**config.mk**
```make
export PLATFORM = sky130hd
export DESIGN_NAME = fetch_stage
export DESIGN_NICKNAME = d
export VERILOG_FILES = /design/src/rtl/cpu_pkg.sv /design/src/rtl/fetch_fifo.sv /design/src/rtl/fetch_stage.sv
export SDC_FILE = /design/constraint.sdc
export NUM_CORES = 1
export LEC_CHECK = 0
export CELL_PAD_IN_SITES_DETAIL_PLACEMENT = 2
export CELL_PAD_IN_SITES_GLOBAL_PLACEMENT = 2
export CORE_MARGIN = 2
export CORE_UTILIZATION = 35
export DETAILED_ROUTE_END_ITERATION = 7
export PLACE_DENSITY = 0.8
export RECOVER_POWER = 50
export SLEW_MARGIN = 10
export SYNTH_ARGS = -nofsm -noshare
export SYNTH_HDL_FRONTEND = slang
export SYNTH_SLANG_ARGS = --single-unit
```
**constraint.sdc**
```tcl
create_clock -name clk -period 12.15 [get_ports clk]
set_input_delay 2.43 -clock clk [delete_from_list [all_inputs] [get_ports clk]]
set_output_delay 2.43 -clock clk [all_outputs]
set_load 0.05 [all_outputs]
```
**src/rtl/cpu_pkg.sv**
```systemverilog
// Shared CPU definitions for the fetch path.
// Holds datapath widths, the NOP encoding, the PC increment, the default
// reset PC, the fetch-state encoding and the prefetch entry layout.
package cpu_pkg;

    localparam int INSTR_W = 32;
    localparam int ADDR_W  = 32;

    localparam logic [INSTR_W-1:0] NOP_INSTR        = 32'h0000_0000;
    localparam logic [ADDR_W-1:0]  PC_STEP          = 32'h0000_0004;
    localparam logic [ADDR_W-1:0]  RESET_PC_DEFAULT = 32'h0000_0000;

    // IDLE: nothing outstanding; WAIT: response will be kept;
    // DROP: response belongs to a squashed fetch and is discarded.
    typedef enum logic [1:0] {
        IDLE = 2'd0,
        WAIT = 2'd1,
        DROP = 2'd2
    } fetch_state_e;

    typedef struct packed {
        logic [ADDR_W-1:0]  pc;
        logic [INSTR_W-1:0] instr;
    } fetch_entry_t;

endpackage

```
**src/rtl/fetch_fifo.sv**
```systemverilog
// Prefetch FIFO holding {pc, instr} entries between imem and IF/ID.
// Ports:
//   clk, rst        clock, asynchronous active-high reset (to empty)
//   push, push_data write one entry at the tail
//   pop             retire the head entry
//   flush           discard everything (wins over push/pop)
//   count           current occupancy
//   head            raw head entry (meaningful only when count != 0)
module fetch_fifo
    import cpu_pkg::*;
#(
    parameter  int DEPTH = 2,
    localparam int PTR_W = $clog2(DEPTH),
    localparam int CNT_W = PTR_W + 1
) (
    input  logic             clk,
    input  logic             rst,
    input  logic             push,
    input  fetch_entry_t     push_data,
    input  logic             pop,
    input  logic             flush,
    output logic [CNT_W-1:0] count,
    output fetch_entry_t     head
);

    fetch_entry_t     mem_r [DEPTH];
    logic [PTR_W-1:0] wr_ptr_r;
    logic [PTR_W-1:0] rd_ptr_r;
    logic [CNT_W-1:0] count_r;

    // Storage, pointers and occupancy; DEPTH is a power of two so the
    // pointers wrap by natural overflow.
    always_ff @(posedge clk or posedge rst) begin
        if (rst) begin
            wr_ptr_r <= '0;
            rd_ptr_r <= '0;
            count_r  <= '0;
            for (int i = 0; i < DEPTH; i++) begin
                mem_r[i] <= '0;
            end
        end else if (flush) begin
            wr_ptr_r <= '0;
            rd_ptr_r <= '0;
            count_r  <= '0;
        end else begin
            if (push) begin
                mem_r[wr_ptr_r] <= push_data;
                wr_ptr_r        <= wr_ptr_r + PTR_W'(1);
            end
            if (pop) begin
                rd_ptr_r <= rd_ptr_r + PTR_W'(1);
            end
            count_r <= count_r + CNT_W'(push) - CNT_W'(pop);
        end
    end

    assign count = count_r;
    assign head  = mem_r[rd_ptr_r];

endmodule

```
**src/rtl/fetch_stage.sv**
```systemverilog
// Instruction-fetch stage: owns the PC, keeps at most one imem request in
// flight, buffers responses in a prefetch FIFO and feeds the IF/ID register.
// Ports:
//   clk, rst                  clock, asynchronous active-high reset
//   imem_req/imem_addr        fetch request (combinational) and its address
//   imem_ready/imem_rdata     response strobe and instruction word
//   stall                     downstream hold, head not consumed
//   redirect/redirect_pc      taken branch/jump from EX and its target
//   out_valid/out_pc/out_instr FIFO head (0 / NOP when empty)
//   out_write                 IF/ID write enable (head consumed this cycle)
module fetch_stage
    import cpu_pkg::*;
#(
    parameter logic [ADDR_W-1:0] RESET_PC   = RESET_PC_DEFAULT,
    parameter int                FIFO_DEPTH = 2
) (
    input  logic               clk,
    input  logic               rst,
    output logic               imem_req,
    output logic [ADDR_W-1:0]  imem_addr,
    input  logic               imem_ready,
    input  logic [INSTR_W-1:0] imem_rdata,
    input  logic               stall,
    input  logic               redirect,
    input  logic [ADDR_W-1:0]  redirect_pc,
    output logic               out_valid,
    output logic [ADDR_W-1:0]  out_pc,
    output logic [INSTR_W-1:0] out_instr,
    output logic               out_write
);

    localparam int               CNT_W   = $clog2(FIFO_DEPTH) + 1;
    localparam logic [CNT_W:0]   DEPTH_W = (CNT_W + 1)'(FIFO_DEPTH);

    fetch_state_e      state_r;
    logic [ADDR_W-1:0] fetch_pc_r;
    logic [ADDR_W-1:0] req_pc_r;

    logic [CNT_W-1:0]  count_s;
    logic [CNT_W:0]    count_next_s;
    fetch_entry_t      head_s;
    fetch_entry_t      push_data_s;
    logic              busy_s;
    logic              valid_s;
    logic              push_s;
    logic              pop_s;
    logic              issue_s;

    // Push/pop/issue decisions. A new request may go out in the same cycle
    // the previous response lands, as long as the FIFO will have a free slot
    // for it after this cycle's push and pop.
    always_comb begin
        busy_s        = (state_r != IDLE);
        valid_s       = (count_s != '0);
        push_s        = (state_r == WAIT) & imem_ready & ~redirect;
        pop_s         = valid_s & ~stall & ~redirect;
        count_next_s  = {1'b0, count_s} + {{CNT_W{1'b0}}, push_s}
                        - {{CNT_W{1'b0}}, pop_s};
        issue_s       = ~rst & ~redirect & (~busy_s | imem_ready)
                        & (count_next_s < DEPTH_W);
        push_data_s.pc    = req_pc_r;
        push_data_s.instr = imem_rdata;
    end

    // Fetch FSM and PC. Redirect wins; a request still in flight without its
    // response this cycle is marked DROP so its late data is discarded.
    always_ff @(posedge clk or posedge rst) begin
        if (rst) begin
            state_r    <= IDLE;
            fetch_pc_r <= RESET_PC;
            req_pc_r   <= '0;
        end else if (redirect) begin
            fetch_pc_r <= redirect_pc;
            state_r    <= (busy_s && !imem_ready) ? DROP : IDLE;
        end else if (issue_s) begin
            req_pc_r   <= fetch_pc_r;
            fetch_pc_r <= fetch_pc_r + PC_STEP;
            state_r    <= WAIT;
        end else if (busy_s && imem_ready) begin
            state_r    <= IDLE;
        end else begin
            state_r    <= state_r;
        end
    end

    fetch_fifo #(
        .DEPTH (FIFO_DEPTH)
    ) u_fifo (
        .clk       (clk),
        .rst       (rst),
        .push      (push_s),
        .push_data (push_data_s),
        .pop       (pop_s),
        .flush     (redirect),
        .count     (count_s),
        .head      (head_s)
    );

    assign imem_req  = issue_s;
    assign imem_addr = fetch_pc_r;
    assign out_valid = valid_s;
    assign out_pc    = valid_s ? head_s.pc    : '0;
    assign out_instr = valid_s ? head_s.instr : NOP_INSTR;
    assign out_write = pop_s;

endmodule

```
==> out/qor.yml, run 1 <==
status:
  status: "finished with violations"
  failed_checks: "capacitance limit, slew limit"
cts:
  clockBufferDepth: 2
  cts_buffers: 17
  cts_tree: "done"
  cts_resized: 0
  clkSinkCount: 198
  post_cts_buffers: 0
  cts_max_level: 4
  clock_latency_ns: 0.43
  clock-root-buffer: "clkbuf_16"
  clk_pin_slew_ns: 0.07
  cts_hold_buf: 0
grt:
  grt_max_degree: 131
  grt_first_pass_wirelength_mm: 40.37
  overflow: 0
  grt_pass1_vias: 7109
  grt_use_total_pct: 19.31
  antenna_found_initial: 0
yosys:
  ys_async_sr_fraction_pct: 100.0
  yosysWarnings: 0
  yosysMostFrequentCell: "dfrtp_1"
  seq_area_frac_synth_pct: 54.28
  synthCells: 743
  syn-num-nets: 816
  ys_ff_latch: 198
  yosys.area.top_type: "dfrtp_1"
  dominantRegCellSynth: "dfrtp_1"
  synth_commonest_cells: "198 x dfrtp_1, 162 x mux2_2, 90 x nor2_1, 65 x mux2i_1, 38 x clkbuf_1"
  synth_area_leaders: "dfrtp_1 54%, mux2_2 20%, mux2i_1 7.1%"
  yosysUniqueCellTypes: 43
  synth.avg_cell_area_sq_um: 12.28
  syn_area_sq_um: 9128
  synth-edff-count: 0
  synth_top_area_share_pct: 54.28
timing:
  relSlewSlack_pct: -149.7
  setup-violations-final: 0
  slew_viol_final: 113
  finalCritPeriodShare_pct: 77.48
  worstMarginPinSlew_ns: 3.745
  hold_viol_final: 0
  max_freq_ghz: 0.1062
  finalCriticalPeriod_ns: 9.414
  rsz0062_at_grt: "no"
  skew_ns: 0.01307
  setup_tns_ns: 0
detailed_routing:
  vias: 6492
  first_iter_violations: 238
  drc_errors: 0
  drt_first_pass_iters: 4
  totalWireLength_mm: 25.40
  wl_per_cell_um: 20.53
  via_per_inst: 5.248
  ant_nets: 0
job:
  drv_cap: 2
die:
  core_sq_um: 25840
  die-area_sq_um: 27390
  pin_count: 168
  row_count: 59
  initial_core_util_pct: 35.33
  fp.dieW_um: 165.5
  die_h_um: 165.5
setup_path:
  crit_fanout: 41
  cp.arrival_ns: 6.98
  rrSetupSlack_ns: 8.25
  r2r_end: "req_pc_r[13]$_DFFE_PP0P_"
  critPathLaunchType: "input pin"
  r2r_start: "u_fifo.count[1]$_DFF_PP0_"
  reg2reg_depth: 12
  criticalPathCategory: "in -> out"
  end_kind: "output pin"
  worstPathRequired_ns: 9.72
finish:
  n_antenna_cell: 0
  syn_to_final_growth_pct: 27.74
  final_area_sq_um: 11660
  final_nets: 962
  drive_above_1_share_pct: 23.17
  fin_util_pct: 45.13
hold_path:
  hold_start: "u_fifo.mem_r[109]$_DFFE_PP0P_"
  hold_path_end: "u_fifo.mem_r[109]$_DFFE_PP0P_"
  min_path_type: "reg -> reg"
  hold_path_depth: 1
place:
  hpwl_mm: 16.84
  dpl_cell_area_sq_um: 11110
  gp_congestion: 0.7330
  port-buffer-count: 167
power:
  ir_drop_uv: 80.22
  p_leak_nw: 4.720
  power_density_nw_per_um2: 182.1
-- power by group --
part           leakage [nW]  internal (mW)  switching, mW
combinational          2.00          0.278          0.308
clock                 0.264          0.280          0.266
sequential             2.46          0.854          0.137
total                  4.72           1.41          0.712
-- flip-flops by register name (all words and copies together) (netlist names) --
| register | flops |
|---|---|
| u_fifo.wr_ptr_r | 1 |
| state_r | 2 |
| imem_addr | 32 |
| u_fifo.rd_ptr_r | 1 |
| req_pc_r | 32 |
| u_fifo.count | 2 |
| u_fifo.mem_r | 128 |
-- metal layers --
layer  wire [um]  GRT usage [%]  share of wire, %  vias to the layer above
met2       12810          33.50                50                      129
met1       11510          25.60                45                     3379
met5           0              0                 0                        -
met4         248          4.506              0.98                        0
li1            -              -                 -                     2968
met3         837          2.722               3.3                       16
-- worst max-delay path by stage --
stage	end	startpoint	slack, ns	depth (start not counted)
floorplan	imem_req	rst	1.26	4
global placement	imem_req	redirect	3.82	11
detailed placement	imem_req	redirect	3.65	11
CTS	imem_req	redirect	3.56	11
global route	imem_req	redirect	2.41	11
finish	imem_req	redirect	2.74	11
-- kinds of logic (layout without fill, tap and decap cells) --
logic type / Yosys count / after routing / share of synthesized area (%)
fa+ha+maj: 4 / 4 / 0.6306
flops: 198 / 198 / 54.28
buf+inv: 57 / 216 / 2.454
simple gates: 190 / 190 / 10.60
compound gates: 58 / 58 / 4.058
mux: 227 / 227 / 27.11
xor+xnor: 9 / 9 / 0.8635
-- cells in the final DEF, fill, tap and decap left out, drive strengths merged, types with 15 or more instances in the layout --
cell type        n
nand2           18
mux2           162
inv             16
nand3           15
clkbuf          21
dfrtp          198
o31ai           15
nor2            90
mux2i           65
or4             22
a31oi           17
dlygate4sd3     33
clkdlybuf4s50  133
-- through the flow --
stage / power, mW / std cells / worst slack, ns / hold WS, ns
3_3_place_gp: 1.560 / 1205 / 3.817 / 0.4870
3_5_place_dp: 1.602 / 1205 / 3.651 / 0.4952
5_1_grt: 2.246 / 1237 / 2.415 / 0.5208
6_report: 2.124 / 1237 / 2.736 / 0.5061
4_1_cts: 2.157 / 1237 / 3.559 / 0.5116
2_1_floorplan: 1.384 / 743 / 1.259 / 0.4792
-- final cells by class --
| cell class | instances | area, sq um |
|---|---|---|
| Timing Repair Buffer | 173 | 1707 |
| Tap cell | 335 | 419.2 |
| Inverter | 11 | 48.80 |
| Fill cell | 2622 | 14180 |
| Clock inverter | 13 | 115.1 |
| Multi-Input combinational cell | 488 | 3959 |
| Clock buffer | 19 | 452.9 |
| Sequential cell | 198 | 4959 |
-- worst max-delay path: stages --
cell             delay [ns]
clkbuf_1               1.35
nor3_1                 0.32
ha_1                   0.41
inv_1                  0.07
ha_1                   0.14
inv_1                  0.05
fa_1                   0.43
xnor2_1                0.29
nand4_1                0.35
nor2_4                 0.28
clkdlybuf4s50_1        0.84
(Power assumes the default switching activity.)
==> run 2: changes to the inputs <==
CORE_UTILIZATION = 32   (was 35)
PLACE_DENSITY = 0.77   (was 0.8)
clock period = 8.6 ns   (was 12.15 ns; I/O delays follow)
==> run 2 against run 1 <==
The flow still finishes with violations (capacitance limit, slew limit). Total power grew 41%. Hold slack gained 0.0020 ns. Cell count grew 3.6%. Critical path type unchanged. Critical endpoint unchanged.
==> out/qor.yml, run 2 (synthesis gave the netlist of run 1 again) <==
finish:
  largest_reg_flops: 128  # unchanged
  multiInputGateArea_sq_um: 3959  # unchanged
  final_common_cell: "dfrtp_1"  # unchanged
  largest_register: "u_fifo.mem_r"  # unchanged
  n_antenna_cell: 0  # unchanged
  final_nets: 963  # was 962
  drive_above_1_share_pct: 23.15  # was 23.17%
  instances_no_fill: 1281  # was 1237
  final.fill_count: 2865  # was 2622
  syn_to_final_growth_pct: 28.38  # was 27.74%
  most-common-layout-cells: "197 x dfrtp_1, 161 x mux2_2, 154 x clkdlybuf4s50_1"  # was 197 x dfrtp_1, 162 x mux2_2, 133 x clkdlybuf4s50_1
  regArea_sq_um: 4959  # unchanged
cts:
  cts_buffers: 17  # unchanged
  clock_latency_ns: 0.43  # about the same
  post_cts_buffers: 0  # unchanged
  clockBufferDepth: 2  # unchanged
  clock-root-buffer: "clkbuf_16"  # unchanged
  cts_hold_buf: 0  # unchanged
  clkSinkCount: 198  # unchanged
  cts_max_level: 4  # unchanged
  cts_tree: "done"  # unchanged
  cts_resized: 0  # unchanged
  clk_pin_slew_ns: 0.07  # about the same
status:
  status: "finished with violations"  # unchanged
  failed_checks: "capacitance limit, slew limit"  # unchanged
place:
  hpwl_mm: 17.28  # was 16.84 mm
  dp.cells: 1249  # was 1205
  port-buffer-count: 167  # unchanged
  gp_congestion: 0.7740  # was 0.7330
die:
  die_h_um: 172.9  # was 165.5 um
  fp.dieW_um: 172.9  # was 165.5 um
  core_sq_um: 27930  # was 25840 sq um
  initial_core_util_pct: 32.67  # was 35.33%
  pin_count: 168  # unchanged
  row_count: 61  # was 59
  die-area_sq_um: 29890  # was 27390 sq um
detailed_routing:
  drc_errors: 0  # unchanged
  via_per_inst: 5.076  # was 5.248
  wl_per_cell_um: 20.23  # was 20.53 um
  drt_first_pass_iters: 4  # unchanged
  totalWireLength_mm: 25.92  # was 25.40 mm
  vias: 6502  # was 6492
  first_iter_violations: 248  # was 238
  ant_nets: 0  # unchanged
job:
  drv_cap: 1  # was 2
setup_path:
  end_kind: "output pin"  # unchanged
  critPathLaunchType: "input pin"  # unchanged
  cpMostUsedCell: "clkbuf_1"
  path_buf_inv: 4  # unchanged
  cp.arrival_ns: 5.73  # was 6.98 ns
  path_cells: "clkbuf_1 -> clkbuf_1 -> nor2_1 -> ha_1 -> inv_1 -> fa_1 -> xnor2_1 -> nand4_1 -> nor2_4 -> clkdlybuf4s50_1"  # was clkbuf_1 -> nor3_1 -> ha_1 -> inv_1 -> ha_1 -> inv_1 -> fa_1 -> xnor2_1 -> nand4_1 -> nor2_4 -> clkdlybuf4s50_1
  crit_family: "buffers and inverters"  # unchanged
  crit_fanout: 40  # was 41
  worstPathRequired_ns: 6.88  # was 9.72 ns
  criticalPathCategory: "in -> out"  # unchanged
  slowest_delay_ns: 1.42  # was 1.35 ns
  slowest_stage: "clkbuf_1"  # unchanged
grt:
  use_met3_pct: 2.880  # was 2.722%
  met1_usage_pct: 23.65  # was 25.60%
  groute.layer.met2.usage_pct: 30.42  # was 33.50%
  top_usage_layer: "met2"  # unchanged
  overflow: 0  # unchanged
  grt_first_pass_wirelength_mm: 41.64  # was 40.37 mm
  grt_pass1_vias: 7163  # was 7109
  grt_max_degree: 199  # was 131
  grt_use_total_pct: 17.64  # was 19.31%
  antenna_found_initial: 0  # unchanged
timing:
  max_freq_ghz: 0.1342
  setup_tns_ns: 0  # unchanged
  hold_viol_final: 0  # unchanged
  finalCritPeriodShare_pct: 86.65
  worstMarginPinSlew_ns: 1.983  # was 3.745 ns
  finalCriticalPeriod_ns: 7.452
  skew_ns: 0.01045  # was 0.01307 ns
  rsz0062_at_grt: "no"  # unchanged
  relSlewSlack_pct: -32.17  # was -149.7%
  setup-violations-final: 0  # unchanged
  slew_viol_final: 41  # was 113
power:
  power_density_nw_per_um2: 256.3  # was 182.1 nW/um^2
  p_leak_nw: 4.738  # was 4.720 nW
  ir_drop_uv: 115.9  # was 80.22 uV
hold_path:
  min_path_type: "reg -> reg"  # unchanged
[run 2: layer usage]
layer	routed length, um	part of all wire (%)
met1	12170	47
met2	12870	50
met3	674	2.6
met4	201	0.78
met5	0	0
[run 2: per-stage QoR]
step	utilization [%]	hold WS (ns)	setup slack [ns]	total power, mW	cell area (sq um)
finish	41.95	0.5081	1.148	3.003	11720
global route	41.95	0.5212	0.8463	3.180	11720
CTS	42.02	0.5125	1.570	3.056	11740
detailed placement	40.03	0.4961	1.711	2.266	11180
global placement	40.03	0.4866	1.840	2.209	11180
floorplan	-	0.4792	1.028	1.955	9131
[run 2: power by group]
| group | switching (mW) | total [mW] | internal, mW | leakage (nW) |
|---|---|---|---|---|
| registers | 0.195 | 1.40 | 1.21 | 2.46 |
| logic | 0.432 | 0.828 | 0.395 | 2.01 |
| clock network | 0.391 | 0.775 | 0.384 | 0.277 |
[run 2: final cells by class]
cell class              instances  share of cell area, %
clock inverters                15                  1.132
repair buffers                174                  14.74
well taps                     378                  4.036
inverters                      11                 0.3631
multi-input cells             488                  33.79
flip-flops and latches        198                  42.32
clock buffers                  17                  3.631
[run 2: final timing paths]
kind,startpoint,endpoint,slack [ns],cells past startpoint
setup / recovery,redirect,imem_req,1.15,10
hold / removal,u_fifo.mem_r[0]$_DFFE_PP0P_,u_fifo.mem_r[0]$_DFFE_PP0P_,0.51,1
setup reg to reg,u_fifo.count[1]$_DFF_PP0_,imem_addr[28]$_DFFE_PP0P_,4.79,11
hold reg to reg,u_fifo.mem_r[0]$_DFFE_PP0P_,u_fifo.mem_r[0]$_DFFE_PP0P_,0.51,1
max in group asynchronous,rst,u_fifo.rd_ptr_r$_DFFE_PP0P_,5.51,3
min in group asynchronous,rst,u_fifo.mem_r[104]$_DFFE_PP0P_,2.23,3
